==> src/rtl/note_player.sv <==
// note_player: plays queued (note index, duration) requests as a square wave
// on a single audio pin.
//
// Requests arrive on a valid/ready handshake and land in a one-entry pending
// slot. The FSM moves the pending entry into the current slot and plays it
// for note_duration milliseconds. A finishing note hands over to a waiting
// request on the same edge, so back-to-back notes play without a gap.
// Index all-ones or >= NOTE_COUNT is a rest: silent for its duration.
//
// Optional feature macro: NOTE_PLAYER_GAP_EN
//   defined   : every request is followed by GAP_MS ms of silence before
//               note_done.
//   undefined : note_done fires at duration expiry.
//
// Parameters:
//   CLOCK_HZ       system clock frequency in Hz
//   NOTE_COUNT     playable notes (1..36), index 0 = C4, semitone steps
//   INDEX_WIDTH    width of note_index
//   DURATION_WIDTH width of note_duration (ms)
//   GAP_MS         articulation gap in ms (macro builds only)
//
// Ports:
//   clock          system clock, rising edge
//   reset_n        asynchronous active-low reset
//   note_valid     request present
//   note_ready     pending slot free (registered)
//   note_index     note to play, or rest code
//   note_duration  length in ms
//   audio_output   square wave, 0 when silent (registered)
//   busy           activity or pending request (registered)
//   note_done      one-cycle pulse as each request finishes (registered)

module note_player #(
  parameter int unsigned CLOCK_HZ       = 100000000,
  parameter int unsigned NOTE_COUNT     = 36,
  parameter int unsigned INDEX_WIDTH    = 6,
  parameter int unsigned DURATION_WIDTH = 16,
  parameter int unsigned GAP_MS         = 10
) (
  input  logic                      clock,
  input  logic                      reset_n,
  input  logic                      note_valid,
  output logic                      note_ready,
  input  logic [INDEX_WIDTH-1:0]    note_index,
  input  logic [DURATION_WIDTH-1:0] note_duration,
  output logic                      audio_output,
  output logic                      busy,
  output logic                      note_done
);

  // Clock cycles per millisecond.
  localparam logic [31:0] TICK = 32'(CLOCK_HZ / 32'd1000);

`ifdef NOTE_PLAYER_GAP_EN
  typedef enum logic [1:0] {S_IDLE = 2'd0, S_PLAY = 2'd1, S_GAP = 2'd2} state_t;
`else
  typedef enum logic [1:0] {S_IDLE = 2'd0, S_PLAY = 2'd1} state_t;
`endif

  // Half-period in clocks for a given tone frequency; only ever called with
  // constant arguments so the division folds away at elaboration.
  function automatic logic [31:0] hp(input logic [31:0] freq);
    hp = 32'(CLOCK_HZ / (32'd2 * freq));
  endfunction

  // Half-period lookup for the equal-tempered table starting at C4.
  function automatic logic [31:0] half_period(input logic [31:0] idx);
    case (idx)
      32'd0:  half_period = hp(32'd262);
      32'd1:  half_period = hp(32'd277);
      32'd2:  half_period = hp(32'd294);
      32'd3:  half_period = hp(32'd311);
      32'd4:  half_period = hp(32'd330);
      32'd5:  half_period = hp(32'd349);
      32'd6:  half_period = hp(32'd370);
      32'd7:  half_period = hp(32'd392);
      32'd8:  half_period = hp(32'd415);
      32'd9:  half_period = hp(32'd440);
      32'd10: half_period = hp(32'd466);
      32'd11: half_period = hp(32'd494);
      32'd12: half_period = hp(32'd523);
      32'd13: half_period = hp(32'd554);
      32'd14: half_period = hp(32'd587);
      32'd15: half_period = hp(32'd622);
      32'd16: half_period = hp(32'd659);
      32'd17: half_period = hp(32'd698);
      32'd18: half_period = hp(32'd740);
      32'd19: half_period = hp(32'd784);
      32'd20: half_period = hp(32'd831);
      32'd21: half_period = hp(32'd880);
      32'd22: half_period = hp(32'd932);
      32'd23: half_period = hp(32'd988);
      32'd24: half_period = hp(32'd1046);
      32'd25: half_period = hp(32'd1109);
      32'd26: half_period = hp(32'd1175);
      32'd27: half_period = hp(32'd1245);
      32'd28: half_period = hp(32'd1318);
      32'd29: half_period = hp(32'd1397);
      32'd30: half_period = hp(32'd1480);
      32'd31: half_period = hp(32'd1568);
      32'd32: half_period = hp(32'd1661);
      32'd33: half_period = hp(32'd1760);
      32'd34: half_period = hp(32'd1865);
      32'd35: half_period = hp(32'd1976);
      default: half_period = 32'd0;
    endcase
  endfunction

  // Rest code: all-ones, or any index beyond the configured note count.
  function automatic logic is_rest(input logic [INDEX_WIDTH-1:0] idx);
    is_rest = (&idx) || (32'(idx) >= 32'(NOTE_COUNT));
  endfunction

  state_t                    state_r;
  state_t                    state_next_s;
  logic                      pend_valid_r;
  logic [INDEX_WIDTH-1:0]    pend_index_r;
  logic [DURATION_WIDTH-1:0] pend_dur_r;
  logic                      cur_rest_r;
  logic [31:0]               cur_half_r;
  logic [31:0]               tone_cnt_r;
  logic [31:0]               ms_cnt_r;
  logic [31:0]               ms_left_r;
  logic                      audio_r;
  logic                      busy_r;
  logic                      done_r;
  logic                      hs_s;
  logic                      expire_s;
  logic                      load_s;
  logic                      finish_s;

  assign hs_s = note_valid && !pend_valid_r;

  // The timed interval ends on the last cycle of its final millisecond; a
  // zero-length interval ends on its first cycle.
  assign expire_s = (ms_left_r == 32'd0) ||
                    ((ms_left_r == 32'd1) && (ms_cnt_r == (TICK - 32'd1)));

  assign note_ready   = !pend_valid_r;
  assign audio_output = audio_r;
  assign busy         = busy_r;
  assign note_done    = done_r;

  // Next-state logic; load_s moves pending into current, finish_s retires a request.
  always_comb begin
    state_next_s = state_r;
    load_s       = 1'b0;
    finish_s     = 1'b0;
    case (state_r)
      S_IDLE: begin
        if (pend_valid_r) begin
          load_s       = 1'b1;
          state_next_s = S_PLAY;
        end else begin
          state_next_s = S_IDLE;
        end
      end
      S_PLAY: begin
        if (expire_s) begin
`ifdef NOTE_PLAYER_GAP_EN
          state_next_s = S_GAP;
`else
          finish_s = 1'b1;
          if (pend_valid_r) begin
            load_s       = 1'b1;
            state_next_s = S_PLAY;
          end else begin
            state_next_s = S_IDLE;
          end
`endif
        end else begin
          state_next_s = S_PLAY;
        end
      end
`ifdef NOTE_PLAYER_GAP_EN
      S_GAP: begin
        if (expire_s) begin
          finish_s = 1'b1;
          if (pend_valid_r) begin
            load_s       = 1'b1;
            state_next_s = S_PLAY;
          end else begin
            state_next_s = S_IDLE;
          end
        end else begin
          state_next_s = S_GAP;
        end
      end
`endif
      default: begin
        state_next_s = S_IDLE;
      end
    endcase
  end

  // State register plus the registered status outputs.
  always_ff @(posedge clock or negedge reset_n) begin
    if (!reset_n) begin
      state_r <= S_IDLE;
      done_r  <= 1'b0;
      busy_r  <= 1'b0;
    end else begin
      state_r <= state_next_s;
      done_r  <= finish_s;
      // Stays high through the note_done cycle, drops on the one after.
      busy_r  <= (state_r != S_IDLE) || pend_valid_r || hs_s;
    end
  end

  // One-deep pending slot; fill and drain are mutually exclusive because
  // a fill needs the slot empty and a drain needs it full.
  always_ff @(posedge clock or negedge reset_n) begin
    if (!reset_n) begin
      pend_valid_r <= 1'b0;
      pend_index_r <= '0;
      pend_dur_r   <= '0;
    end else if (hs_s) begin
      pend_valid_r <= 1'b1;
      pend_index_r <= note_index;
      pend_dur_r   <= note_duration;
    end else if (load_s) begin
      pend_valid_r <= 1'b0;
    end else begin
      pend_valid_r <= pend_valid_r;
    end
  end

  // Current note, ms timer and tone generator.
  always_ff @(posedge clock or negedge reset_n) begin
    if (!reset_n) begin
      cur_rest_r <= 1'b0;
      cur_half_r <= 32'd0;
      tone_cnt_r <= 32'd0;
      ms_cnt_r   <= 32'd0;
      ms_left_r  <= 32'd0;
      audio_r    <= 1'b0;
    end else if (load_s) begin
      // Every note starts with the ms timer and tone phase restarted.
      cur_rest_r <= is_rest(pend_index_r);
      cur_half_r <= half_period(32'(pend_index_r));
      ms_left_r  <= 32'(pend_dur_r);
      ms_cnt_r   <= 32'd0;
      tone_cnt_r <= 32'd0;
      audio_r    <= 1'b0;
    end else if (state_next_s == S_IDLE) begin
      ms_left_r  <= 32'd0;
      ms_cnt_r   <= 32'd0;
      tone_cnt_r <= 32'd0;
      audio_r    <= 1'b0;
`ifdef NOTE_PLAYER_GAP_EN
    end else if ((state_r == S_PLAY) && (state_next_s == S_GAP)) begin
      ms_left_r  <= 32'(GAP_MS);
      ms_cnt_r   <= 32'd0;
      tone_cnt_r <= 32'd0;
      audio_r    <= 1'b0;
`endif
    end else begin
      if (ms_cnt_r == (TICK - 32'd1)) begin
        ms_cnt_r  <= 32'd0;
        ms_left_r <= ms_left_r - 32'd1;
      end else begin
        ms_cnt_r  <= ms_cnt_r + 32'd1;
      end
      if ((state_r == S_PLAY) && !cur_rest_r) begin
        // >= rather than == keeps a degenerate zero half-period from wrapping.
        if ((tone_cnt_r + 32'd1) >= cur_half_r) begin
          tone_cnt_r <= 32'd0;
          audio_r    <= !audio_r;
        end else begin
          tone_cnt_r <= tone_cnt_r + 32'd1;
        end
      end else begin
        tone_cnt_r <= 32'd0;
        audio_r    <= 1'b0;
      end
    end
  end

endmodule

==> config.mk <==
export PLATFORM = sky130hd
export DESIGN_NAME = note_player
export DESIGN_NICKNAME = d
export VERILOG_FILES = /design/src/rtl/note_player.sv
export SDC_FILE = /design/constraint.sdc
export NUM_CORES = 1
export LEC_CHECK = 0
export CAP_MARGIN = 10
export CORE_ASPECT_RATIO = 0.8
export CORE_MARGIN = 1.5
export CORE_UTILIZATION = 55
export CTS_BUF_LIST = sky130_fd_sc_hd__clkbuf_16
export DETAILED_ROUTE_END_ITERATION = 10
export PLACE_DENSITY = 0.73
export SLEW_MARGIN = 20
export SYNTH_ARGS = -nofsm -noshare
export SYNTH_HDL_FRONTEND = slang
export SYNTH_SLANG_ARGS = --single-unit
export TNS_END_PERCENT = 30
==> constraint.sdc <==
create_clock -name clock -period 3.34 [get_ports clock]
set_input_delay 1.002 -clock clock [delete_from_list [all_inputs] [get_ports clock]]
set_output_delay 1.002 -clock clock [all_outputs]
set_load 0.005 [all_outputs]
# --- Word-level counts from Yosys, hierarchy flattened ---
# Memory sizes are Yosys's and may differ from the RTL's. A register that Yosys moved wholly into a read port is not among the register bits.
# Index checks and enable logic that the tools add are counted.
word_totals:
  rom_bits: 1152
  reg_bits: 157
  output_inout_bits: 4
  in_bits: 25
  n_memories: 1
  wordCells: 64
mem_list:
  columns: ["memory", "depth", "word_bits", "rd", "rd_ports_with_merged_regs", "wr", "line", "text"]
  rows:
  - ["(name not given)", 64, 18, 1, 1, 0, "68", "case (idx)"]
classes:
  n_reduce_logical: 18
  mux: 24
  n_addsub: 3
  magnitude_cmp: 2
  n_eq_ne: 4
op_table:
  columns: ["operator", "count"]
  rows:
  - ["$mux 32", 10]
  - ["$add 32x1->32 const B", 2]
  - ["$eq 32x1->1 const B", 1]
  - ["$eq 32x17->1 const B", 1]
  - ["$ge 32x32->1", 1]
  - ["$logic_not 32->1", 1]
  - ["$sub 32x1->32 const B", 1]
  - ["$mux 1", 11]
  - ["$ge 6x6->1 const B", 1]
  - ["$reduce_and 6->1", 1]
  - ["$logic_not 1->1", 4]
  - ["$logic_not 2->1", 2]
  - ["$logic_or 1x1->1", 4]
  - ["$ne 4x3->1 const B", 1]
  - ["$pmux 2 s2", 1]
  - ["$reduce_bool 2->1", 2]
  - ["$logic_and 1x1->1", 3]
  - ["$reduce_bool 3->1", 1]
  - ["$eq 2x1->1 const B", 1]
  - ["$mux 2", 1]
  - ["$pmux 1 s2", 1]

# --- Longest topological paths before layout ---
depth:
  depth_word: 8
  mapped_depth: 14
  depth_no_buf: 13

# --- Worst setup path before layout ---
# No wires, ideal clock.
synth_path:
  path_type: "register -> register"
  start: "register tone_cnt_r[2]"
  end: "register tone_cnt_r[11]"
  synth_period_minus_slack_ns: 3.001
  required_ns: 3.271
  n_path_buf: 1
  setup_slack_ns: 0.339
  setup_time_ns: 0.069
  t_arrival_ns: 2.932
  path_stages_with_launch: 14
  path_cell_list: "dfrtp_1 > nand4_1 > or2_2 > nor2_1 > xor2_1 > ha_1 > a21o_1 > a221o_1 > a21oi_1 > o211ai_1 > nor4_4 > nand4_4 > buf_6 > nor2b_2"
synth_between:
  elab_chain_cells: 6
synth_lines:
  columns: ["item", "line", "text"]
  rows:
  - ["from (decl)", "121", "logic [31:0] tone_cnt_r;"]
  - ["from (signal assigned)", "270", "tone_cnt_r <= tone_cnt_r + 32'd1;"]
  - ["$add 32x1->32 *", "266, 270", null]
  - ["$ge 32x32->1", "266", "if ((tone_cnt_r + 32'd1) >= cur_half_r) begin"]
  - ["$mux 32 *", "266", null]
  - ["$mux 32 *", "264", "if ((state_r == S_PLAY) && !cur_rest_r) begin"]
  - ["$mux 32 *", "245", "end else if (state_next_s == S_IDLE) begin"]
  - ["$mux 32 *", "237", "end else if (load_s) begin"]
# Mark *: on every way between the ends. The rest lies on a longest branch, timed or not.
# A chain may end at the register's enable or synchronous reset.

# --- Worst setup path after layout ---
layout_path:
  start: "register tone_cnt_r[0]"
  end: "register tone_cnt_r[15]"
# The elaborated chain is that of the path after synthesis.

==> results_tabular.tex <==
\begin{tabular}{lr}
\hline
Metric & Value \\
\hline
\multicolumn{2}{l}{\textbf{Cells and area}} \\
\quad \# nets final & between 900 and 1,000 \\
\quad Number of antenna cells inserted & 0 \\
\quad Multi-input gate area in the final layout & roughly 4400 µm² \\
\quad Most common cell after layout, fill and taps aside & sky130\_fd\_sc\_hd\_\_dfrtp\_1 \\
\quad Filler instances & about 1,200 \\
\quad Most used cells in the layout excluding fill and tap cells & sky130\_fd\_sc\_hd\_\_dfrtp\_1 (141), sky130\_fd\_sc\_hd\_\_nor2\_1 (106), sky130\_fd\_sc\_hd\_\_nand2\_1 (74) \\
\quad Share of post-route cells with drive strength above 1 & around 15\% \\
\quad Area growth from synthesis to layout & 18.4\% \\
\quad Area used by sequential logic in the layout & between 3000 and 4000 µm² \\
\multicolumn{2}{l}{\textbf{Synth}} \\
\quad Largest family of logic cells by synthesized area & simple AND/OR/NAND/NOR gates \\
\quad Share of synthesized registers carrying an async set or reset & 100\% \\
\quad Number of flops mapped to enable cells by yosys & 0 \\
\quad Number of synthesized register bits & about 140 \\
\quad Gate Count Post-Synth & between 800 and 900 \\
\quad Simple-gate area share of the yosys netlist & a little under a quarter \\
\quad Area fraction in compound gates after synthesis & 13.1\% \\
\quad Xor and xnor fraction of the mapped netlist area & around 7.3\% \\
\quad Mapped Area & just over 8000 µm² \\
\quad Average cell area after synthesis & 9.26 µm² \\
\quad Sequential fraction of the synthesis area & 43.8\% \\
\quad Distinct cells, synth & 74 \\
\quad Post-synthesis mux area share & under 10\% \\
\quad Post-synthesis adder-cell area fraction & under 10\% \\
\quad Synth warnings & 0 \\
\quad Most used flip-flop cell after synthesis & sky130\_fd\_sc\_hd\_\_dfrtp\_1 \\
\multicolumn{2}{l}{\textbf{Timing}} \\
\quad Minimum period implied by the final worst setup slack & 3.41 ns \\
\quad RSZ-0062 raised after global routing & true \\
\quad Fin Clk Skew & just over 0.009 ns \\
\quad Maximum achievable frequency & 293 MHz \\
\quad Final Hold Viols & 0 \\
\quad Max-slew headroom at the worst pin & 53.9\% \\
\quad Final cycle utilization of the critical path & 102\% \\
\quad Slew at the pin closest to its max-slew limit & slightly below 0.7 ns \\
\quad Final Max Slew Viols & 0 \\
\quad Final Worst Setup Slack & -0.0677 ns \\
\quad Final setup viols & 13 \\
\multicolumn{2}{l}{\textbf{Clock tree}} \\
\quad \# H-tree levels & 4 \\
\quad Number of buffers created by CTS & 17 \\
\quad TritonCTS clock tree & built \\
\quad Clock transition time at the flip-flop clock pins of the worst setup and hold paths & 0.06 ns \\
\quad Maximum count of clock buffers along a single path & 2 \\
\quad TritonCTS Sinks & 142 \\
\quad Clk Tree Root Cell & sky130\_fd\_sc\_hd\_\_clkbuf\_16 \\
\quad Skew-Pair Late Insertion Delay & between 0.4 and 0.5 ns \\
\multicolumn{2}{l}{\textbf{Global routing}} \\
\quad Antenna violations before repair & 1 \\
\quad Pin count of the biggest net entering global routing & 77 \\
\quad First-pass GRT wire length & 31,100 µm \\
\quad All-layer global routing usage & between 20\% and 30\% \\
\quad Number of global-route vias before repair & between 6,000 and 7,000 \\
\quad Final global-route overflow total & 0 \\
\multicolumn{2}{l}{\textbf{Min path}} \\
\quad Hold path depth & 2 \\
\quad Source of the worst hold timing path & cur\_half\_r[5]\$\_DFFE\_PN0P\_ \\
\quad Worst min-delay path endpoint & cur\_half\_r[5]\$\_DFFE\_PN0P\_ \\
\quad Worst hold path class & flip-flop to flip-flop \\
\multicolumn{2}{l}{\textbf{Status}} \\
\quad Result of the run & complete, but fails checks \\
\quad Violations in the final reports & setup timing \\
\multicolumn{2}{l}{\textbf{Floorplan}} \\
\quad Core Footprint & between 10,000 and 15,000 µm² \\
\quad Row count & 39 \\
\quad I/O pin count & 29 \\
\quad Initial cell density of the core & $\sim$57\% \\
\quad Overall die width & about 140 µm \\
\quad Die Ht & approximately 110 µm \\
\quad Die Area & approximately 15,000 µm² \\
\multicolumn{2}{l}{\textbf{Pwr}} \\
\quad Ratio of total power to cell area & $\sim$710 nW/µm² \\
\quad Largest vdd supply drop & $\sim$550 µV \\
\quad Overall power after layout & approximately 6.8 mW \\
\quad Leakage dissipation & approximately 4.3 nW \\
\multicolumn{2}{l}{\textbf{Critical path}} \\
\quad Crit Path Max Fanout & 5 \\
\quad Worst R2R Path Depth & 14 \\
\quad FF-to-FF setup slack & -0.07 ns \\
\quad Startpoint of the lowest-slack register-to-register path & tone\_cnt\_r[0]\$\_DFF\_PN0\_ \\
\quad CP Class & flip-flop to flip-flop \\
\quad Required time at the endpoint of the critical path & around 3.7 ns \\
\quad CP Data Arrival Time & 3.77 ns \\
\quad Crit. End Element & flip-flop \\
\quad Worst R2R End & tone\_cnt\_r[15]\$\_DFF\_PN0\_ \\
\quad Startpoint type of the worst setup path & flip-flop \\
\multicolumn{2}{l}{\textbf{Detailed routing}} \\
\quad Routed wire length per instance & $\sim$16 µm \\
\quad First drt pass iteration count & 5 \\
\quad Post-detailed-route DRC marker count & 0 \\
\quad Post-detailed-route via-to-cell ratio & just under 6 \\
\quad ANT nets after route & 0 \\
\quad Overall routed net length & 18,600 µm \\
\quad Vias & between 6,000 and 7,000 \\
\quad DR iter-0 viols & 572 \\
\multicolumn{2}{l}{\textbf{Placement}} \\
\quad Final weighted congestion in routability-driven placement & 0.963 \\
\quad Number of buffers inserted by port buffering & 28 \\
\quad Post-detail-place hpwl & roughly 12,000 µm \\
\quad Post-Place Setup Slack & -0.0598 ns \\
\multicolumn{2}{l}{\textbf{Flow run}} \\
\quad Number of maximum-capacitance violations & 0 \\
\hline
\end{tabular}
==> through the flow <==
step | setup TNS (ns) | area [µm²] | utilization, % | cells | hold slack (ns)
after floorplan | 0 | 8160 | - | 889 | 0.446
after global placement | 0 | 8780 | 61.2 | 1092 | 0.462
after detailed placement | -0.474 | 8780 | 61.2 | 1092 | 0.475
after CTS | 0 | 9380 | 65.4 | 1124 | 0.486
after global routing | -3.40 | 9610 | 67.0 | 1139 | 0.516
final | -0.456 | 9610 | 67.0 | 1139 | 0.482
==> critical path: stages (launching register included) <==
cell                        delay (ns)
sky130_fd_sc_hd__dfrtp_1          0.41
sky130_fd_sc_hd__ha_1             0.23
sky130_fd_sc_hd__nand2_1          0.10
sky130_fd_sc_hd__nor3_2           0.37
sky130_fd_sc_hd__and4_1           0.28
sky130_fd_sc_hd__xor2_1           0.25
sky130_fd_sc_hd__ha_1             0.29
sky130_fd_sc_hd__nand2_1          0.06
sky130_fd_sc_hd__nor2_1           0.07
sky130_fd_sc_hd__a21oi_2          0.12
sky130_fd_sc_hd__o211ai_1         0.17
sky130_fd_sc_hd__nor4_4           0.40
sky130_fd_sc_hd__nand4_4          0.24
sky130_fd_sc_hd__clkbuf_16        0.24
sky130_fd_sc_hd__nor2b_2          0.10
==> metal layers <==
metal,track usage (%),up-vias,part of all wire [%]
met1,37.7,3197,50
met3,5.51,23,5.1
met2,35.8,174,44
met4,6.74,0,1.4
met5,0,-,0
li1,-,3215,-
==> power breakdown <==
group / switching [mW] / internal, mW / total, mW
Combinational: 1.50 / 0.986 / 2.48
Clock: 0.752 / 1.17 / 1.92
Sequential: 0.330 / 2.09 / 2.42
==> what timing repair did <==
action	in CTS	in global routing
gates resized for setup	1	19
pin swaps	1	11
endpoints found under the setup margin	15	18
endpoints found under the hold margin	0	0
cloned	0	2
hold buffers	0	0
setup buffers	0	13
==> cells in the mapped netlist (all sizes together), types with 3 or more instances <==
master	n	share of area (%)
nor4	14	1.3
nor3	24	1.5
and3	16	1.2
o211ai	4	0.37
nand2b	8	0.62
nand4	16	1.6
nor2b	20	1.8
nand3	40	2.5
a31oi	11	0.85
o21ai	55	3.4
mux2	19	2.6
dfrtp	142	44
a31o	5	0.54
inv	35	1.6
nand2	74	3.4
and2	4	0.31
o41ai	3	0.56
o21a	4	0.37
ha	32	4.9
xnor2	38	4.1
a311oi	5	0.54
nand3b	3	0.43
a21oi	43	2.7
or4	9	0.88
and4	7	0.76
xor2	30	3.2
clkbuf	19	0.88
buf	19	1.2
a211oi	10	1.1
and2b	5	0.46
nor2	110	5.2
or3	13	1.0
or2	3	0.23
==> cells by family (layout without fill, tap and decap cells) <==
family,after synthesis,after routing
AND/OR/NAND/NOR,373,374
AO/OA/AOI/OAI,165,165
flip-flops,142,142
buffers and inverters,73,138
XOR/XNOR,68,68
adder cells (fa/ha/maj),32,32
multiplexers,22,22
other,1,14
==> sequential cells by signal (all words and copies together) (netlist names) <==
register and flops:
ms_cnt_r 32, ms_left_r 32, tone_cnt_r 32, cur_half_r 18
pend_dur_r 16, pend_index_r 6, audio_output 1, busy 1
cur_rest_r 1, note_done 1, pend_valid_r 1, state_r 1
==> cell type report <==
class                   instances  share of cell area, %
flip-flops and latches        142                   37.0
multi-input cells             675                   46.0
clock buffers                  17                   4.43
well taps                     184                   2.40
inverters                      35                   1.37
repair buffers                 71                   6.99
clock inverters                15                   1.77
==> worst max path at each step <==
stage | start | endpoint | slack, ns
after CTS | tone_cnt_r[4]$_DFF_PN0_ | tone_cnt_r[9]$_DFF_PN0_ | 0.05
after floorplan | tone_cnt_r[2]$_DFF_PN0_ | tone_cnt_r[11]$_DFF_PN0_ | 0.34
after global placement | tone_cnt_r[5]$_DFF_PN0_ | tone_cnt_r[9]$_DFF_PN0_ | 0.05
after detailed placement | tone_cnt_r[4]$_DFF_PN0_ | tone_cnt_r[14]$_DFF_PN0_ | -0.06
after global routing | tone_cnt_r[0]$_DFF_PN0_ | tone_cnt_r[15]$_DFF_PN0_ | -0.23
final | tone_cnt_r[0]$_DFF_PN0_ | tone_cnt_r[15]$_DFF_PN0_ | -0.07
Note: power is estimated with default switching activity, not from simulation.
